## src/rtl/timer_pkg.sv

```systemverilog
// timer_pkg: shared state encoding and default width for down_counter_timer
package timer_pkg;
  localparam int TIMER_WIDTH_DEFAULT = 4;
  typedef enum logic [1:0] {ST_IDLE, ST_RUN, ST_DONE} timer_state_t;
endpackage

```

## src/rtl/down_counter_timer.sv

```systemverilog
// down_counter_timer: loadable down-counter with terminal-count pulse and optional auto-reload
module down_counter_timer
  import timer_pkg::*;
#(
  parameter int WIDTH = TIMER_WIDTH_DEFAULT
) (
  input  logic             clk,
  input  logic             rst_n,
  input  logic             load,
  input  logic [WIDTH-1:0] load_value,
  input  logic             start,
  input  logic             stop,
  input  logic             auto_reload,
  output logic [WIDTH-1:0] count,
  output logic             busy,
  output logic             tc,
  output logic             done
);
  timer_state_t     state_q, state_d;
  logic [WIDTH-1:0] count_q, count_d, reload_q, reload_d;
  logic             tc_q, tc_d;
  always_comb begin
    state_d  = state_q;
    count_d  = count_q;
    reload_d = reload_q;
    tc_d     = 1'b0;
    if (load) begin
      count_d  = load_value;
      reload_d = load_value;
      state_d  = ST_IDLE;
    end else begin
      case (state_q)
        ST_IDLE:
          if (!stop && start) begin
            state_d = (count_q != '0) ? ST_RUN : ST_DONE;
            tc_d    = (count_q == '0);
          end
        ST_RUN:
          if (stop) state_d = ST_IDLE;
          else if (count_q > WIDTH'(1)) count_d = count_q - WIDTH'(1);
          else begin
            tc_d    = 1'b1;
            count_d = auto_reload ? reload_q : '0;
            state_d = auto_reload ? ST_RUN : ST_DONE;
          end
        ST_DONE:
          if (!stop && start) begin
            count_d = reload_q;
            state_d = (reload_q != '0) ? ST_RUN : ST_DONE;
            tc_d    = (reload_q == '0);
          end
        default: state_d = ST_IDLE;
      endcase
    end
  end
  always_ff @(posedge clk or negedge rst_n) begin
    if (!rst_n) begin
      state_q  <= ST_IDLE;
      count_q  <= '0;
      reload_q <= '0;
      tc_q     <= 1'b0;
    end else begin
      state_q  <= state_d;
      count_q  <= count_d;
      reload_q <= reload_d;
      tc_q     <= tc_d;
    end
  end
  assign count = count_q;
  assign tc    = tc_q;
  assign busy  = (state_q == ST_RUN);
  assign done  = (state_q == ST_DONE);
endmodule

```

## config.mk

```make
export PLATFORM = sky130hd
export DESIGN_NAME = down_counter_timer
export DESIGN_NICKNAME = d
export VERILOG_FILES = /design/src/rtl/timer_pkg.sv /design/src/rtl/down_counter_timer.sv
export SDC_FILE = /design/constraint.sdc
export NUM_CORES = 1
export LEC_CHECK = 0
export BUFFER_PORTS_ARGS = -buffer_cell sky130_fd_sc_hd__buf_4
export CORE_MARGIN = 5
export CORE_UTILIZATION = 30
export DETAILED_ROUTE_END_ITERATION = 6
export PLACE_DENSITY = 0.58
export SYNTH_ARGS = -nofsm -noshare
export SYNTH_HDL_FRONTEND = slang
export SYNTH_SLANG_ARGS = --single-unit
```

## constraint.sdc

```tcl
create_clock -name clk -period 2.2 [get_ports clk]
set_input_delay 0.22 -clock clk [delete_from_list [all_inputs] [get_ports clk]]
set_output_delay 0.22 -clock clk [all_outputs]
set_load 0.05 [all_outputs]
```

# Yosys cells after proc, flatten, opt, wreduce, memory -nomap -nowiden
# Cells that the tools add are included.
[word_totals] regBits=11 input_bits=10 output_inout_bits=7 elab_cells=43
[op_classes] n_addsub=1 n_lt_le_gt_ge=1 n_eq_ne=6 muxes=21 n_reduce_logical=10
[op_table] operator="2-to-1 mux 4 bit" n=5
[op_table] operator="2-to-1 mux 2 bit" n=8
[op_table] operator="logical NOT 4 bit" n=2
[op_table] operator="one-hot mux 4 bit (2 select lines)" n=1
[op_table] operator="nonzero test 4 bit" n=2
[op_table] operator="!= test 3 bit (second input constant)" n=2
[op_table] operator="one-hot mux 2 bit (3 select lines)" n=1
[op_table] operator="AND reduction 3 bit" n=2
[op_table] operator="2-to-1 mux 1 bit" n=5
[op_table] operator="greater-than comparator 4 x 1 -> 1 bit (second input constant)" n=1
[op_table] operator="!= test 4 bit (second input constant)" n=1
[op_table] operator="subtractor 4 x 1 -> 4 bit (second input constant)" n=1
[op_table] operator="!= test 3 x 2 -> 1 bit (second input constant)" n=1
[op_table] operator="one-hot mux 1 bit (3 select lines)" n=1
[op_table] operator="nonzero test 3 bit" n=1
[op_table] operator="== test 2 x 1 -> 1 bit (second input constant)" n=1
[op_table] operator="== test 2 bit (second input constant)" n=1
[op_table] operator="logical NOT 2 bit" n=1
[op_table] operator="logical AND 1 bit" n=1
[op_table] operator="logical NOT 1 bit" n=1

# Depth between registers and ports, before layout
# Gate-level depths: netlist of run 1.
[logic_depth] word_depth=5 depth_mapped=6 mapped_depth_nobuf=6

# Worst setup path after synthesis of run 1
# Ideal clock, no wire load.
[synth_path] path_type="register to register" start="reg count_q[0] (netlist: count[0])" end="reg count_q[3] (netlist: count[3])" setup_ns=0.128 arrival_ns=1.948 required_time_ns=2.072 slack_ns=0.124 stages_incl_launch_ff=7 path_buffers=0 period_less_slack_ns=2.076 path_cell_list="dfrtp_1 -> inv_1 -> ha_1 -> or2_4 -> a32o_1 -> a221oi_1 -> o2bb2ai_1"
[synth_via] elab_chain_cells=5 word_cells_on_any_way=6 cone_classes="1 x add/sub; 1 x order compare; 4 x mux"
[synth_lines] element="from (decl)" line_no="down_counter_timer.sv:20" source="logic [WIDTH-1:0] count_q, count_d, reload_q, reload_d;"
[synth_lines] element="from (signal assigned)" line_no="down_counter_timer.sv:64" source="count_q <= count_d;"
[synth_lines] element="subtractor 4 x 1 -> 4 bit or greater-than comparator 4 x 1 -> 1 bit (tied branches)" line_no="down_counter_timer.sv:40" source="else if (count_q > WIDTH'(1)) count_d = count_q - WIDTH'(1);"
[synth_lines] element="2-to-1 mux 4 bit (*)" line_no="down_counter_timer.sv:40"
[synth_lines] element="2-to-1 mux 4 bit (*)" line_no="down_counter_timer.sv:39" source="if (stop) state_d = ST_IDLE;"
[synth_lines] element="one-hot mux 4 bit (2 select lines) (*)" line_no="down_counter_timer.sv:32" source="case (state_q)"
[synth_lines] element="2-to-1 mux 4 bit (*)" line_no="down_counter_timer.sv:27" source="if (load) begin"
# Mark *: on every way between the ends. The rest lies on a longest branch, timed or not. The select of a mux whose other input is x is not followed.
# A chain may end at the register's enable or synchronous reset.

# Final worst setup path of run 1
# Ends and elaborated chain as after synthesis.

==> impl_metrics.env, run 1 <==
export IMPL_run_status="finished clean"
export IMPL_clkLatencyLatePin_ns=0.27
export IMPL_synth_area_um2=708
export IMPL_ys_types=38
export IMPL_synth_compound_gate_area_share_pct=27.2
export IMPL_rows=17
export IMPL_hold_viol=0
export IMPL_end_kind="register"
export IMPL_synth_xor_area_share_pct=0
export IMPL_mostFrequentLayoutCells="buf_4 (16), dfrtp_1 (11), nor2_1 (8), inv_1 (5), a21o_1 (4)"
export IMPL_dp_hpwl_um=1320
export IMPL_fin_setup_tns_ns=0
export IMPL_relSlewSlack_pct=67.5
export IMPL_synth_top_family_by_area="compound AO/OA/AOI/OAI gates"
export IMPL_core_area_um2=2230
export IMPL_yosysSeqAreaShare_pct=38.9
export IMPL_drive_above_1_share_pct=26.6
export IMPL_cpPeakStageDelay_ns=0.42
export IMPL_hold_end="reload_q[1]"
export IMPL_first_iter_violations=19
export IMPL_die_height_um=58.6
export IMPL_rsz0062_at_grt="false"
export IMPL_first_pass_iters=5
export IMPL_fin_nets=107
export IMPL_placed_cell_area_um2=860
export IMPL_setup_viol=0
export IMPL_cts_buffers=3
export IMPL_wirelength_um=1680
export IMPL_stdcell_area_um2=896
export IMPL_maxSlewViolCount=0
export IMPL_synth_fa_ha_area_share_pct=3.53
export IMPL_pin_count=17
export IMPL_synth_top_flop_cell="dfrtp_1"
export IMPL_hold_depth=3
export IMPL_htreeDepth=1
export IMPL_hold_path_class="input pin to register"
export IMPL_async_flop_share_pct=100
export IMPL_drt_drc_violations_left=0
export IMPL_grt_pass1_vias=611
export IMPL_synthCells=74
export IMPL_worst_setup_path_type="register to register"
export IMPL_antennaDiodeCount=0
export IMPL_port_buffers=16
export IMPL_crit_family="compound AO/OA/AOI/OAI gates"
export IMPL_wl_per_cell_um=13.8
export IMPL_power_leakage_uw=0.000413
export IMPL_ff2ff_setup_slack_ns=0.27
export IMPL_yosysWarnings=0
export IMPL_grt_max_degree=16
export IMPL_worst_hold_startpoint="load_value[1]"
export IMPL_start_kind="register"
export IMPL_reg2reg_from="count[0]"
export IMPL_critPathArrivalTime_ns=2.09
export IMPL_postCtsResizedCells=0
export IMPL_synth_simple_gate_area_share_pct=22.6
export IMPL_start_util_pct=31.7
export IMPL_cts_tree="done"
export IMPL_ys_ff_latch=11
export IMPL_detail_route_antenna_nets=0
export IMPL_viasPerCell=5.27
export IMPL_critPathRequiredTime_ns=2.36
export IMPL_fmax_mhz=517
export IMPL_post_route_period_util_pct=87.9
export IMPL_num_vias=643
export IMPL_cellPowerDensity_nw_per_um2=1130
export IMPL_synth_mux_area_share_pct=4.59
export IMPL_dp_cells=117
export IMPL_min_period_ns=1.93
export IMPL_tightestPinTransition_ns=0.483
export IMPL_antenna_found_initial=0
export IMPL_critPathMaxFanout=6
export IMPL_overflow=0
export IMPL_final_common_cell="buf_4"
export IMPL_worstPathCellList="inv_1 -> ha_1 -> or2_4 -> a32o_1 -> a221oi_1 -> o2bb2ai_1"
export IMPL_maxCapViolations=0
export IMPL_gp_congestion=0.765
export IMPL_root_buffer="clkbuf_4"
export IMPL_dieArea_um2=3430
export IMPL_area_growth_pct=26.5
export IMPL_power_total_uw=1020
export IMPL_grt_first_pass_wirelength_um=2770
export IMPL_track_usage_pct=10.6
export IMPL_cts_clk_slew_worst_paths_ns=0.07
export IMPL_reg2reg_to="count[3]"
export IMPL_syn_num_nets=86
export IMPL_ir_drop_v=0.000637
export IMPL_postLayoutCoreUtil_pct=40.1
export IMPL_synth_edf_count=0
export IMPL_clock_sinks=11
export IMPL_clock_path_buffers=2
export IMPL_instances_no_fill=122
export IMPL_critPathBufInv=1
export IMPL_critPathSlowestCell="dfrtp_1"
export IMPL_die_w_um=58.6
export IMPL_post_synth_cell_area_avg_um2=9.57
export IMPL_worst_r2r_path_depth=6
export IMPL_skew_ns=0.00670
[logic make-up (layout without fill, tap and decap cells)]
family | Yosys count | count (layout)
adder cells (fa/ha/maj) | 2 | 2
AND/OR/NAND/NOR | 28 | 28
AO/OA/AOI/OAI | 24 | 24
flip-flops | 11 | 11
multiplexers | 3 | 3
buffers and inverters | 6 | 26
[timing repair]
action,in CTS,in global routing
setup buffers,0,0
hold buffers,1,0
endpoints found under the hold margin,11,0
[cells in the mapped netlist (2+ instances only)]
master,number,area (µm²)
nor3_1,2,10.0
nand2b_1,3,18.8
ha_1,2,25.0
a221oi_1,2,17.5
and2_1,2,12.5
inv_1,5,18.8
a21o_1,4,30.0
dfrtp_1,11,275
nor2_1,8,30.0
nor2b_1,2,12.5
o2bb2ai_1,2,17.5
nand2_1,3,11.3
a211oi_1,2,15.0
o22ai_1,2,12.5
[metal layers]
| layer | vias up | routed length, µm | track usage (%) |
|---|---|---|---|
| li1 | 315 | - | - |
| met3 | 0 | 126 | 4.82 |
| met2 | 17 | 772 | 16.4 |
| met1 | 311 | 786 | 13.9 |
| met4 | 0 | 0 | 1.29 |
| met5 | - | 0 | 0 |
[through the flow]
stage / hold slack [ns] / setup slack, ns
global placement: 0.0685 / 0.357
global route: 0.170 / 0.140
detailed placement: 0.0669 / 0.302
finish: 0.166 / 0.267
CTS: 0.161 / 0.272
floorplan: -0.0756 / 0.124
[sequential cells by signal, indices dropped and copies added (netlist names)]
signal	cells
count	4
reload_q	4
state_q	2
tc	1
[area by class of cell]
type	count	area, µm²
clock buffer	4	26.3
sequential	11	275
inverter	5	18.8
fill	242	1340
multi-input combinational	57	410
tap	28	35.0
timing repair buffer	17	130
[worst register-to-register path, cell delays in order, from the launching register on]
cell and delay, ns:
dfrtp_1 0.42, inv_1 0.10, ha_1 0.27, or2_4 0.29, a32o_1 0.29, a221oi_1 0.34, o2bb2ai_1 0.12
[worst max-delay path by stage]
stage	from	end	slack, ns	depth (start not counted)
after global routing	count[0]	count[3]	0.14	6
after global placement	count[0]	count[3]	0.36	6
after detailed placement	count[0]	count[3]	0.30	6
after floorplan	count[0]	count[3]	0.12	6
final	count[0]	count[3]	0.27	6
after CTS	count[0]	count[3]	0.27	6
[report_power, final]
group          internal [µW]  leakage [µW]  switching (µW)
sequential               249      0.000138            65.9
combinational            217      0.000259             344
clock                   70.3     0.0000150            69.0
No activity file was read; power rests on OpenSTA's default activity.
==> run 2: changes to the inputs <==
--- a/config.mk
+++ b/config.mk
@@ -6,7 +6,6 @@
 export NUM_CORES = 1
 export LEC_CHECK = 0
 export BUFFER_PORTS_ARGS = -buffer_cell sky130_fd_sc_hd__buf_4
-export CORE_MARGIN = 5
 export CORE_UTILIZATION = 30
 export DETAILED_ROUTE_END_ITERATION = 6
 export PLACE_DENSITY = 0.58
==> run 2 against run 1 <==
  * Sequential power grew 1%
  * Cell count stayed put
  * Combinational power is essentially flat
  * Largest power group unchanged
  * Hold slack about the same
  * Clock skew shrank 0.0016 ns
  * Global-route usage is 5.0 points higher
==> impl_metrics.env, run 2 (synthesis gave the netlist of run 1 again) <==
export IMPL_final_common_cell="buf_4"
export IMPL_rsz0062_at_grt="false"
export IMPL_pin_count=17
export IMPL_track_usage_pct=15.6
export IMPL_skew_ns=0.00514
export IMPL_drt_drc_violations_left=0
export IMPL_start_util_pct=32.0
export IMPL_mostFrequentLayoutCells="buf_4 (16), dfrtp_1 (11), nor2_1 (8), inv_1 (5), a21o_1 (4)"
export IMPL_drive_above_1_share_pct=26.6
export IMPL_ff2ff_setup_slack_ns=0.23
export IMPL_wl_per_cell_um=14.3
export IMPL_root_buffer="clkbuf_4"
export IMPL_cts_buffers=3
export IMPL_first_iter_violations=21
export IMPL_hold_path_class="input pin to register"
export IMPL_die_w_um=50.6
export IMPL_clkLatencyLatePin_ns=0.27
export IMPL_crit_start="count[0]"
export IMPL_port_buffers=16
export IMPL_grt_first_pass_wirelength_um=2950
export IMPL_die_height_um=50.6
export IMPL_reg2reg_from="count[0]"
export IMPL_overflow=0
export IMPL_placed_cell_area_um2=860
export IMPL_fin_setup_tns_ns=0
export IMPL_antennaDiodeCount=0
export IMPL_crit_path_end="count[3]"
export IMPL_power_leakage_uw=0.000413
export IMPL_wirelength_um=1740
export IMPL_critPathMaxFanout=6
export IMPL_postLayoutCoreUtil_pct=40.5
export IMPL_worst_setup_path_type="register to register"
export IMPL_end_kind="register"
export IMPL_start_kind="register"
export IMPL_gp_congestion=0.859
export IMPL_fmax_mhz=508
export IMPL_cellPowerDensity_nw_per_um2=1140
export IMPL_num_vias=661
export IMPL_fin_nets=107
export IMPL_antenna_found_initial=0
export IMPL_grt_max_degree=16
export IMPL_htreeDepth=1
export IMPL_ir_drop_v=0.000639
export IMPL_maxCapViolations=0
export IMPL_hold_viol=0
export IMPL_worstPathCellList="inv_1 -> ha_1 -> or2_4 -> a211oi_1 -> a221oi_1 -> o2bb2ai_1"
export IMPL_grt_pass1_vias=631
export IMPL_viasPerCell=5.42
export IMPL_first_pass_iters=6
export IMPL_tightestPinTransition_ns=0.502
export IMPL_reg2reg_to="count[3]"
export IMPL_maxSlewViolCount=0
export IMPL_detail_route_antenna_nets=0
export IMPL_critPathRequiredTime_ns=2.40
export IMPL_clock_path_buffers=2
export IMPL_worst_r2r_path_depth=6
export IMPL_cts_tree="done"
export IMPL_critPathSlowestCell="a211oi_1"
export IMPL_post_route_period_util_pct=89.4
export IMPL_cts_clk_slew_worst_paths_ns=0.07
export IMPL_stdcell_area_um2=896
export IMPL_core_area_um2=2210
export IMPL_area_growth_pct=26.5
export IMPL_cpPeakStageDelay_ns=0.46
export IMPL_clock_sinks=11
export IMPL_rows=17
export IMPL_dieArea_um2=2560
export IMPL_dp_hpwl_um=1300
export IMPL_setup_viol=0
export IMPL_postCtsResizedCells=0
export IMPL_relSlewSlack_pct=66.2
export IMPL_critPathArrivalTime_ns=2.16
export IMPL_run_status="finished clean"
export IMPL_min_period_ns=1.97
[run 2: cell counts in the layout (fill, tap and decap cells not counted)]
Identical to the previous run, type by type.
[run 2: worst min-delay path by stage]
| stage | start | to | slack, ns | cells past startpoint |
|---|---|---|---|---|
| 6_report | load_value[1] | reload_q[1] | 0.17 | 3 |
| 5_1_grt | load_value[1] | reload_q[1] | 0.18 | 3 |
| 4_1_cts | load_value[1] | reload_q[1] | 0.16 | 3 |
| 3_5_place_dp | rst_n | state_q[1] | 0.07 | 1 |
| 3_3_place_gp | rst_n | state_q[1] | 0.07 | 1 |
| 2_1_floorplan | rst_n | count[0] | -0.08 | 0 |
[run 2: repair_timing]
item,4_1_cts,5_1_grt
hold endpoints to repair,11,0
setup buffers,0,0
hold buffers,1,0
[run 2: final cells by class]
cell class,instances,area [µm²]
Multi-Input combinational cell,57,410
Tap cell,28,35.0
Clock buffer,4,26.3
Timing Repair Buffer,17,130
Sequential cell,11,275
Fill cell,242,1320
Inverter,5,18.8
[run 2: routing by layer]
metal	vias to the layer above	routed length (µm)	GRT usage [%]	part of all wire [%]
met3	0	94	5.45	5.4
met2	22	804	25.1	46
met4	0	0	1.39	0
met5	-	0	0	0
li1	317	-	-	-
met1	322	845	20.6	48
[run 2: stage by stage]
stage / setup slack, ns / instances / total power (µW) / hold WS, ns
2_1_floorplan: 0.124 / 74 / 719 / -0.0756
6_report: 0.233 / 122 / 1020 / 0.165
5_1_grt: 0.132 / 122 / 1100 / 0.178
4_1_cts: 0.262 / 122 / 1030 / 0.159
3_5_place_dp: 0.297 / 117 / 878 / 0.0690
3_3_place_gp: 0.351 / 117 / 872 / 0.0685
[run 2: where the power goes]
part	internal, µW	switching (µW)
logic	217	346
registers	249	70.6
clock network	70.3	70.2
[run 2: worst max-delay path: cells and delay by family (launching register included)]
family / cells / cell delay [ns]
AOI/OAI and AO/OA: 3 / 0.82
adders and majority gates: 1 / 0.27
buffers and inverters: 1 / 0.10
DFF: 1 / 0.42
and+or+nand+nor: 1 / 0.29
